==> config.mk <==
export PLATFORM = sky130hd
export DESIGN_NAME = card_rng
export DESIGN_NICKNAME = d
export VERILOG_FILES = /design/src/rtl/card_rng_pkg.sv /design/src/rtl/key_debounce.sv /design/src/rtl/card_rng.sv
export SDC_FILE = /design/constraint.sdc
export NUM_CORES = 1
export LEC_CHECK = 0
export ABC_AREA = 1
export CAP_MARGIN = 20
export CELL_PAD_IN_SITES_DETAIL_PLACEMENT = 1
export CELL_PAD_IN_SITES_GLOBAL_PLACEMENT = 2
export CORE_MARGIN = 2
export CORE_UTILIZATION = 32
export DETAILED_ROUTE_END_ITERATION = 6
export PLACE_DENSITY_LB_ADDON = 0.1
export RECOVER_POWER = 50
export SETUP_SLACK_MARGIN = 0.4
export SLEW_MARGIN = 5
export SYNTH_ARGS = -nofsm -noshare
export SYNTH_HDL_FRONTEND = slang
export SYNTH_SLANG_ARGS = --single-unit
==> constraint.sdc <==
create_clock -name CLOCK_50 -period 1.9 [get_ports CLOCK_50]
set_input_delay 0.285 -clock CLOCK_50 [delete_from_list [all_inputs] [get_ports CLOCK_50]]
set_output_delay 0.285 -clock CLOCK_50 [all_outputs]
set_load 0.05 [all_outputs]
==> src/rtl/card_rng_pkg.sv <==
`default_nettype none
// ============================================================================
// Module      : card_rng_pkg
// Description : Shared types and constants for the card_rng block.
//               - state_e   : draw controller states (IDLE, DRAW, DONE)
//               - TAPS_*    : Galois LFSR tap masks for right-shift operation
//               - lfsr_taps : selects the tap mask for a given LFSR width
//               - to_bcd    : splits a 0..99 value into {tens, ones}
// Revision    : 1.0 - initial release
// ============================================================================
package card_rng_pkg;

  typedef enum logic [1:0] {
    IDLE = 2'd0,
    DRAW = 2'd1,
    DONE = 2'd2
  } state_e;

  localparam logic [31:0] TAPS_8  = 32'h0000_00B8;
  localparam logic [31:0] TAPS_16 = 32'h0000_B400;
  localparam logic [31:0] TAPS_24 = 32'h00E1_0000;
  localparam logic [31:0] TAPS_32 = 32'h8020_0003;

  function automatic logic [31:0] lfsr_taps(input int w);
    case (w)
      8:       return TAPS_8;
      16:      return TAPS_16;
      24:      return TAPS_24;
      32:      return TAPS_32;
      default: return 32'h0;
    endcase
  endfunction

  function automatic logic [7:0] to_bcd(input int v);
    return {4'(v / 10), 4'(v % 10)};
  endfunction

endpackage
`default_nettype wire

==> src/rtl/key_debounce.sv <==
`default_nettype none
// ============================================================================
// Module      : key_debounce
// Description : Synchronises a raw active-low key, qualifies it after
//               DEB_CYCLES consecutive low cycles and emits a single press
//               pulse per press; the key must return high to re-arm.
// Ports       : clk_i   - clock
//               rst_ni  - asynchronous active-low reset
//               req_ni  - raw asynchronous key, active low
//               press_o - one-cycle press pulse
// Revision    : 1.0 - initial release
// ============================================================================
module key_debounce #(
  parameter int DEB_CYCLES = 1000000
) (
  input  logic clk_i,
  input  logic rst_ni,
  input  logic req_ni,
  output logic press_o
);

  localparam int              CNT_W   = (DEB_CYCLES > 1) ? $clog2(DEB_CYCLES) : 1;
  localparam logic [CNT_W-1:0] CNT_MAX = CNT_W'(DEB_CYCLES - 1);

  logic             sync1_q, sync2_q;
  logic [CNT_W-1:0] cnt_q, cnt_d;
  logic             fired_q, fired_d;

  // The pulse fires in the cycle the counter sits at its terminal value while
  // the key is still low, so DEB_CYCLES synchronised-low cycles are required.
  // fired_q blocks further pulses until the key is released.
  always_comb begin
    press_o = !sync2_q && (cnt_q == CNT_MAX) && !fired_q;
    if (sync2_q) begin
      cnt_d = '0;
    end else if (cnt_q == CNT_MAX) begin
      cnt_d = cnt_q;
    end else begin
      cnt_d = cnt_q + CNT_W'(1);
    end
    fired_d = !sync2_q && (fired_q || press_o);
  end

  always_ff @(posedge clk_i or negedge rst_ni) begin
    if (!rst_ni) begin
      sync1_q <= 1'b1;
      sync2_q <= 1'b1;
      cnt_q   <= '0;
      fired_q <= 1'b0;
    end else begin
      sync1_q <= req_ni;
      sync2_q <= sync1_q;
      cnt_q   <= cnt_d;
      fired_q <= fired_d;
    end
  end

endmodule
`default_nettype wire

==> src/rtl/card_rng.sv <==
`default_nettype none
// ============================================================================
// Module      : card_rng
// Description : Debounced key-triggered card draw. A free-running Galois LFSR
//               is sampled by rejection into MIN_VAL..MAX_VAL; after
//               MAX_TRIES rejections the sample is folded into range instead.
// Ports       : CLOCK_50   - clock
//               resetn     - asynchronous active-low reset
//               req_n      - raw active-low draw key
//               seed_load  - load seed into the LFSR (honoured in IDLE only)
//               seed       - LFSR seed value
//               busy       - high while a draw is in progress (DRAW, DONE)
//               card_valid - one-cycle pulse with a new card
//               card_value - last card drawn
//               card_tens  - BCD tens digit of card_value
//               card_ones  - BCD ones digit of card_value
// Revision    : 1.0 - initial release
// ============================================================================
module card_rng #(
  parameter int LFSR_W     = 16,
  parameter int VAL_W      = 4,
  parameter int MIN_VAL    = 1,
  parameter int MAX_VAL    = 11,
  parameter int DEB_CYCLES = 1000000,
  parameter int MAX_TRIES  = 8,
  parameter int LFSR_SEED  = 1
) (
  input  logic              CLOCK_50,
  input  logic              resetn,
  input  logic              req_n,
  input  logic              seed_load,
  input  logic [LFSR_W-1:0] seed,
  output logic              busy,
  output logic              card_valid,
  output logic [VAL_W-1:0]  card_value,
  output logic [3:0]        card_tens,
  output logic [3:0]        card_ones
);

  import card_rng_pkg::*;

  localparam int                SPAN    = MAX_VAL - MIN_VAL + 1;
  localparam int                TRY_W   = (MAX_TRIES > 1) ? $clog2(MAX_TRIES) : 1;
  localparam logic [LFSR_W-1:0] TAPS    = LFSR_W'(lfsr_taps(LFSR_W));
  localparam logic [VAL_W:0]    SPAN_V  = (VAL_W + 1)'(SPAN);
  localparam logic [VAL_W-1:0]  SPAN_LO = VAL_W'(SPAN);
  localparam logic [VAL_W-1:0]  MIN_V   = VAL_W'(MIN_VAL);
  localparam logic [7:0]        BCD_RST = to_bcd(MIN_VAL);
  localparam logic [TRY_W-1:0]  TRY_END = TRY_W'(MAX_TRIES - 1);

  generate
    if ((2 * SPAN < (1 << VAL_W)) || (MAX_VAL >= (1 << VAL_W)) || (MAX_VAL > 99) ||
        (MIN_VAL > MAX_VAL) || (MIN_VAL < 0) || (VAL_W > LFSR_W) || (MAX_TRIES < 1) ||
        (DEB_CYCLES < 1) || (LFSR_SEED == 0) ||
        !((LFSR_W == 8) || (LFSR_W == 16) || (LFSR_W == 24) || (LFSR_W == 32))) begin : g_bad_params
      $error("card_rng: illegal parameter combination");
    end
  endgenerate

  logic              press;
  state_e            state_q;
  logic [LFSR_W-1:0] lfsr_q, lfsr_d;
  logic [TRY_W-1:0]  try_q;
  logic [VAL_W-1:0]  sample;
  logic              in_range, accept;
  logic [VAL_W-1:0]  value_d;
  logic [7:0]        bcd_d;

  key_debounce #(
    .DEB_CYCLES(DEB_CYCLES)
  ) u_deb (
    .clk_i  (CLOCK_50),
    .rst_ni (resetn),
    .req_ni (req_n),
    .press_o(press)
  );

  always_comb begin
    lfsr_d = lfsr_q >> 1;
    if (lfsr_q[0]) begin
      lfsr_d = (lfsr_q >> 1) ^ TAPS;
    end
    // Escape the all-zero lock-up state of the LFSR.
    if (lfsr_q == '0) begin
      lfsr_d = LFSR_W'(1);
    end
    if ((state_q == IDLE) && seed_load) begin
      lfsr_d = (seed == '0) ? LFSR_W'(1) : seed;
    end
  end

  // Rejection sampling; the fold path relies on 2*SPAN >= 2^VAL_W so that
  // sample-SPAN always lands inside the span.
  always_comb begin
    sample   = lfsr_q[VAL_W-1:0];
    in_range = ({1'b0, sample} < SPAN_V);
    accept   = in_range || (try_q == TRY_END);
    value_d  = in_range ? (sample + MIN_V) : (sample - SPAN_LO + MIN_V);
    bcd_d    = to_bcd(int'(value_d));
  end

  always_ff @(posedge CLOCK_50 or negedge resetn) begin
    if (!resetn) begin
      state_q    <= IDLE;
      lfsr_q     <= LFSR_W'(LFSR_SEED);
      try_q      <= '0;
      busy       <= 1'b0;
      card_valid <= 1'b0;
      card_value <= MIN_V;
      card_tens  <= BCD_RST[7:4];
      card_ones  <= BCD_RST[3:0];
    end else begin
      lfsr_q     <= lfsr_d;
      card_valid <= 1'b0;
      case (state_q)
        IDLE: begin
          if (press) begin
            state_q <= DRAW;
            try_q   <= '0;
            busy    <= 1'b1;
          end
        end
        DRAW: begin
          if (accept) begin
            state_q    <= DONE;
            card_valid <= 1'b1;
            card_value <= value_d;
            card_tens  <= bcd_d[7:4];
            card_ones  <= bcd_d[3:0];
          end else begin
            try_q <= try_q + TRY_W'(1);
          end
        end
        DONE: begin
          state_q <= IDLE;
          busy    <= 1'b0;
        end
        default: begin
          state_q <= IDLE;
          busy    <= 1'b0;
        end
      endcase
    end
  end

endmodule
`default_nettype wire

==> results of run 1 <==
-- path summary, 6_finish.rpt --
kind / from / endpoint / slack [ps] / cells after the start
max: lfsr_q[0]$_DFF_PN1_ / card_ones[2]$_DFFE_PN0P_ / 220 / 10
min: u_deb.sync1_q$_DFF_PN1_ / u_deb.sync2_q$_DFF_PN1_ / 370 / 0
max reg2reg: lfsr_q[0]$_DFF_PN1_ / card_ones[2]$_DFFE_PN0P_ / 220 / 10
min reg2reg: u_deb.sync1_q$_DFF_PN1_ / u_deb.sync2_q$_DFF_PN1_ / 370 / 0
max in group asynchronous: resetn / lfsr_q[1]$_DFF_PN0_ / 660 / 3
min in group asynchronous: resetn / u_deb.cnt_q[16]$_DFFE_PN0P_ / 690 / 3
-- critical path, stage by stage, from the launching register on --
cell,delay (ps)
dfstp_2,590
buf_6,110
inv_4,30
ha_4,260
inv_2,40
nand2_4,50
o21ai_4,70
ha_4,260
inv_2,30
nor2_2,90
nor2_1,50
-- sequential cells by signal, summed over array words and instances, names as in the netlist --
| register | cells |
|---|---|
| lfsr_q | 16 |
| u_deb.fired_q | 1 |
| state_q | 2 |
| busy | 1 |
| card_tens | 1 |
| card_ones | 3 |
| try_q | 3 |
| card_value | 4 |
| card_valid | 1 |
| u_deb.cnt_q | 20 |
| u_deb.sync1_q | 1 |
| u_deb.sync2_q | 1 |
-- through the flow --
step,instances,hold WS [ps]
after global placement,505,313
after floorplan,375,-10.6
after detailed placement,505,313
final,542,375
after global routing,542,380
after CTS,527,368
-- cell type report --
class                      count  share of cell area [%]
multi-input combinational    257                    38.5
inverter                      52                    5.28
clock inverter                 1                   0.132
timing repair buffer          63                    14.2
clock buffer                   7                    2.28
tap                          108                    3.57
sequential                    54                    36.0
-- cell families (layout without fill, tap and decap cells) --
kind of cell,Yosys count,after routing,share of synthesized area [%]
and+or+nand+nor,201,201,31.1
buffers and inverters,64,123,9.12
DFF,54,54,47.1
AOI/OAI and AO/OA,38,38,6.91
adders and majority gates,8,8,3.48
xor gates and xnor gates,7,7,2.13
other,1,3,0.130
-- power by group --
| part | total, mW | internal [mW] | switching [mW] | leakage (nW) |
|---|---|---|---|---|
| combinational | 0.397 | 0.183 | 0.214 | 1.10 |
| clock | 0.676 | 0.296 | 0.380 | 0.0482 |
| sequential | 1.24 | 1.19 | 0.0412 | 0.703 |
| total | 2.31 | 1.67 | 0.635 | 1.85 |
-- cell usage after synthesis --
library cell	number	area, µm²
a21oi_1	5	25.0
a22oi_1	1	7.51
a31oi_1	2	12.5
buf_2	3	15.0
buf_4	5	37.5
clkbuf_1	4	15.0
conb_1	1	3.75
dfrtp_1	50	1250
dfstp_2	4	105
ha_1	8	100
inv_1	51	191
inv_2	1	3.75
nand2_1	88	330
nand2_2	2	12.5
nand2_4	1	11.3
nand3_1	25	125
nand3_2	1	10.0
nand3b_1	2	15.0
nand4_1	13	81.3
nand4_2	1	12.5
nor2_1	56	210
nor3_1	5	25.0
nor3_2	2	20.0
nor3b_4	1	18.8
o21ai_0	27	135
o21ai_1	2	10.0
o21ai_2	1	8.76
or2_0	1	6.26
or2_2	3	18.8
xnor2_1	1	8.76
xor2_1	6	52.6
-- per-layer routing --
layer	routed length, µm	GRT usage, %
met1	3260	19.1
met2	3770	27.5
met3	133	2.55
met4	61	3.48
met5	0	0
-- repair_timing --
action,in CTS,in global routing
endpoints found under the hold margin,50,0
pin swaps,9,20
setup endpoints to repair,31,41
hold buffers,1,0
resized for setup,36,56
gates cloned,0,0
setup buffers,13,15
==> results.json, run 1 <==
{
  "status": "completed",
  "firstDrtPassIters": 4,
  "port_buffers": 30,
  "area_delta_synth_final_pct": 31.5,
  "dp_hpwl_um": 5230,
  "slew_violations": 0,
  "synth_area_per_cell_um2": 7.72,
  "cts_buffers": 5,
  "max-cap-violations": 0,
  "seq_area_frac_synth_pct": 47.1,
  "vias": 2549,
  "final_common_cell": "nand2_1",
  "antenna_cells": 0,
  "dieHeight_um": 98.9,
  "gp_congestion": 0.761,
  "grt_pass1_vias": 2642,
  "die_area_mm2": 0.00978,
  "setup_viol": 0,
  "track_usage_pct": 15.3,
  "fin_worst_skew_ps": 9.99,
  "hold_viol_final": 0,
  "arrival_ps": 1880,
  "synthCells": 373,
  "timing.fmax_mhz": 596,
  "p_leak_nw": 1.85,
  "timing.final.ws_setup_ps": 223,
  "cts.clk_slew.worst_paths_ps": 90,
  "core_mm2": 0.00872,
  "path_max_fanout": 3,
  "antenna_found_initial": 0,
  "peakVddDrop_v": 0.000313,
  "grt_pass1_wl_um": 12200,
  "drive_gt1_share_pct": 25.8,
  "tritoncts": "yes",
  "final_nets": 461,
  "min_period_over_period_pct": 88.3,
  "yosysUniqueCellTypes": 31,
  "routedWlPerCell_um": 13.3,
  "multi_input_area_mm2": 0.00146,
  "viasPerCell": 4.70,
  "start_kind": "register",
  "ys_warn_count": 0,
  "drt-initial-drc-count": 64,
  "final_cell_mix": "nand2_1 (76), nor2_1 (47), dfrtp_1 (45)",
  "clock_tree.root_cell": "clkbuf_8",
  "rsz0062_at_grt": "yes",
  "clock_path_buffers": 2,
  "power_mw": 2.31,
  "wirelength_um": 7230,
  "start_util_pct": 33.0,
  "period_needed_ps": 1680,
  "end_kind": "register",
  "power_density_mw_per_mm2": 609,
  "rows": 34,
  "grt_start_max_net_pins": 55,
  "fin_area_mm2": 0.00379,
  "fin_setup_tns_ps": 0,
  "utilization_pct": 43.4,
  "timing.slew.headroom_pct": 48.3,
  "worst_pin_slew_ps": 776,
  "clk_latency_ps": 310,
  "placed_cell_area_mm2": 0.00331,
  "drtAntennaViolNets": 0,
  "drc": 0,
  "cp.required_ps": 2100,
  "clock-sinks": 54,
  "nFillCells": 1069,
  "grt_overflow_total": 0,
  "yosys_register_bits": 54,
  "h-tree-depth": 2,
  "die_w_um": 98.9,
  "hold_path_class": "register to register",
  "syn_area_mm2": 0.00288,
  "critPathKind": "register to register",
  "ioPinCount": 34,
  "dp_slack_ps": 75.8,
  "register_area_mm2": 0.00136
}
Power figures use the tool's default switching activity.
==> run 2, diff against run 1 <==
Settings changed: HOLD_SLACK_MARGIN set to 0.08.
==> results of run 2 <==
Same layout as run 1: the final DEF is identical, and so are final timing and power.
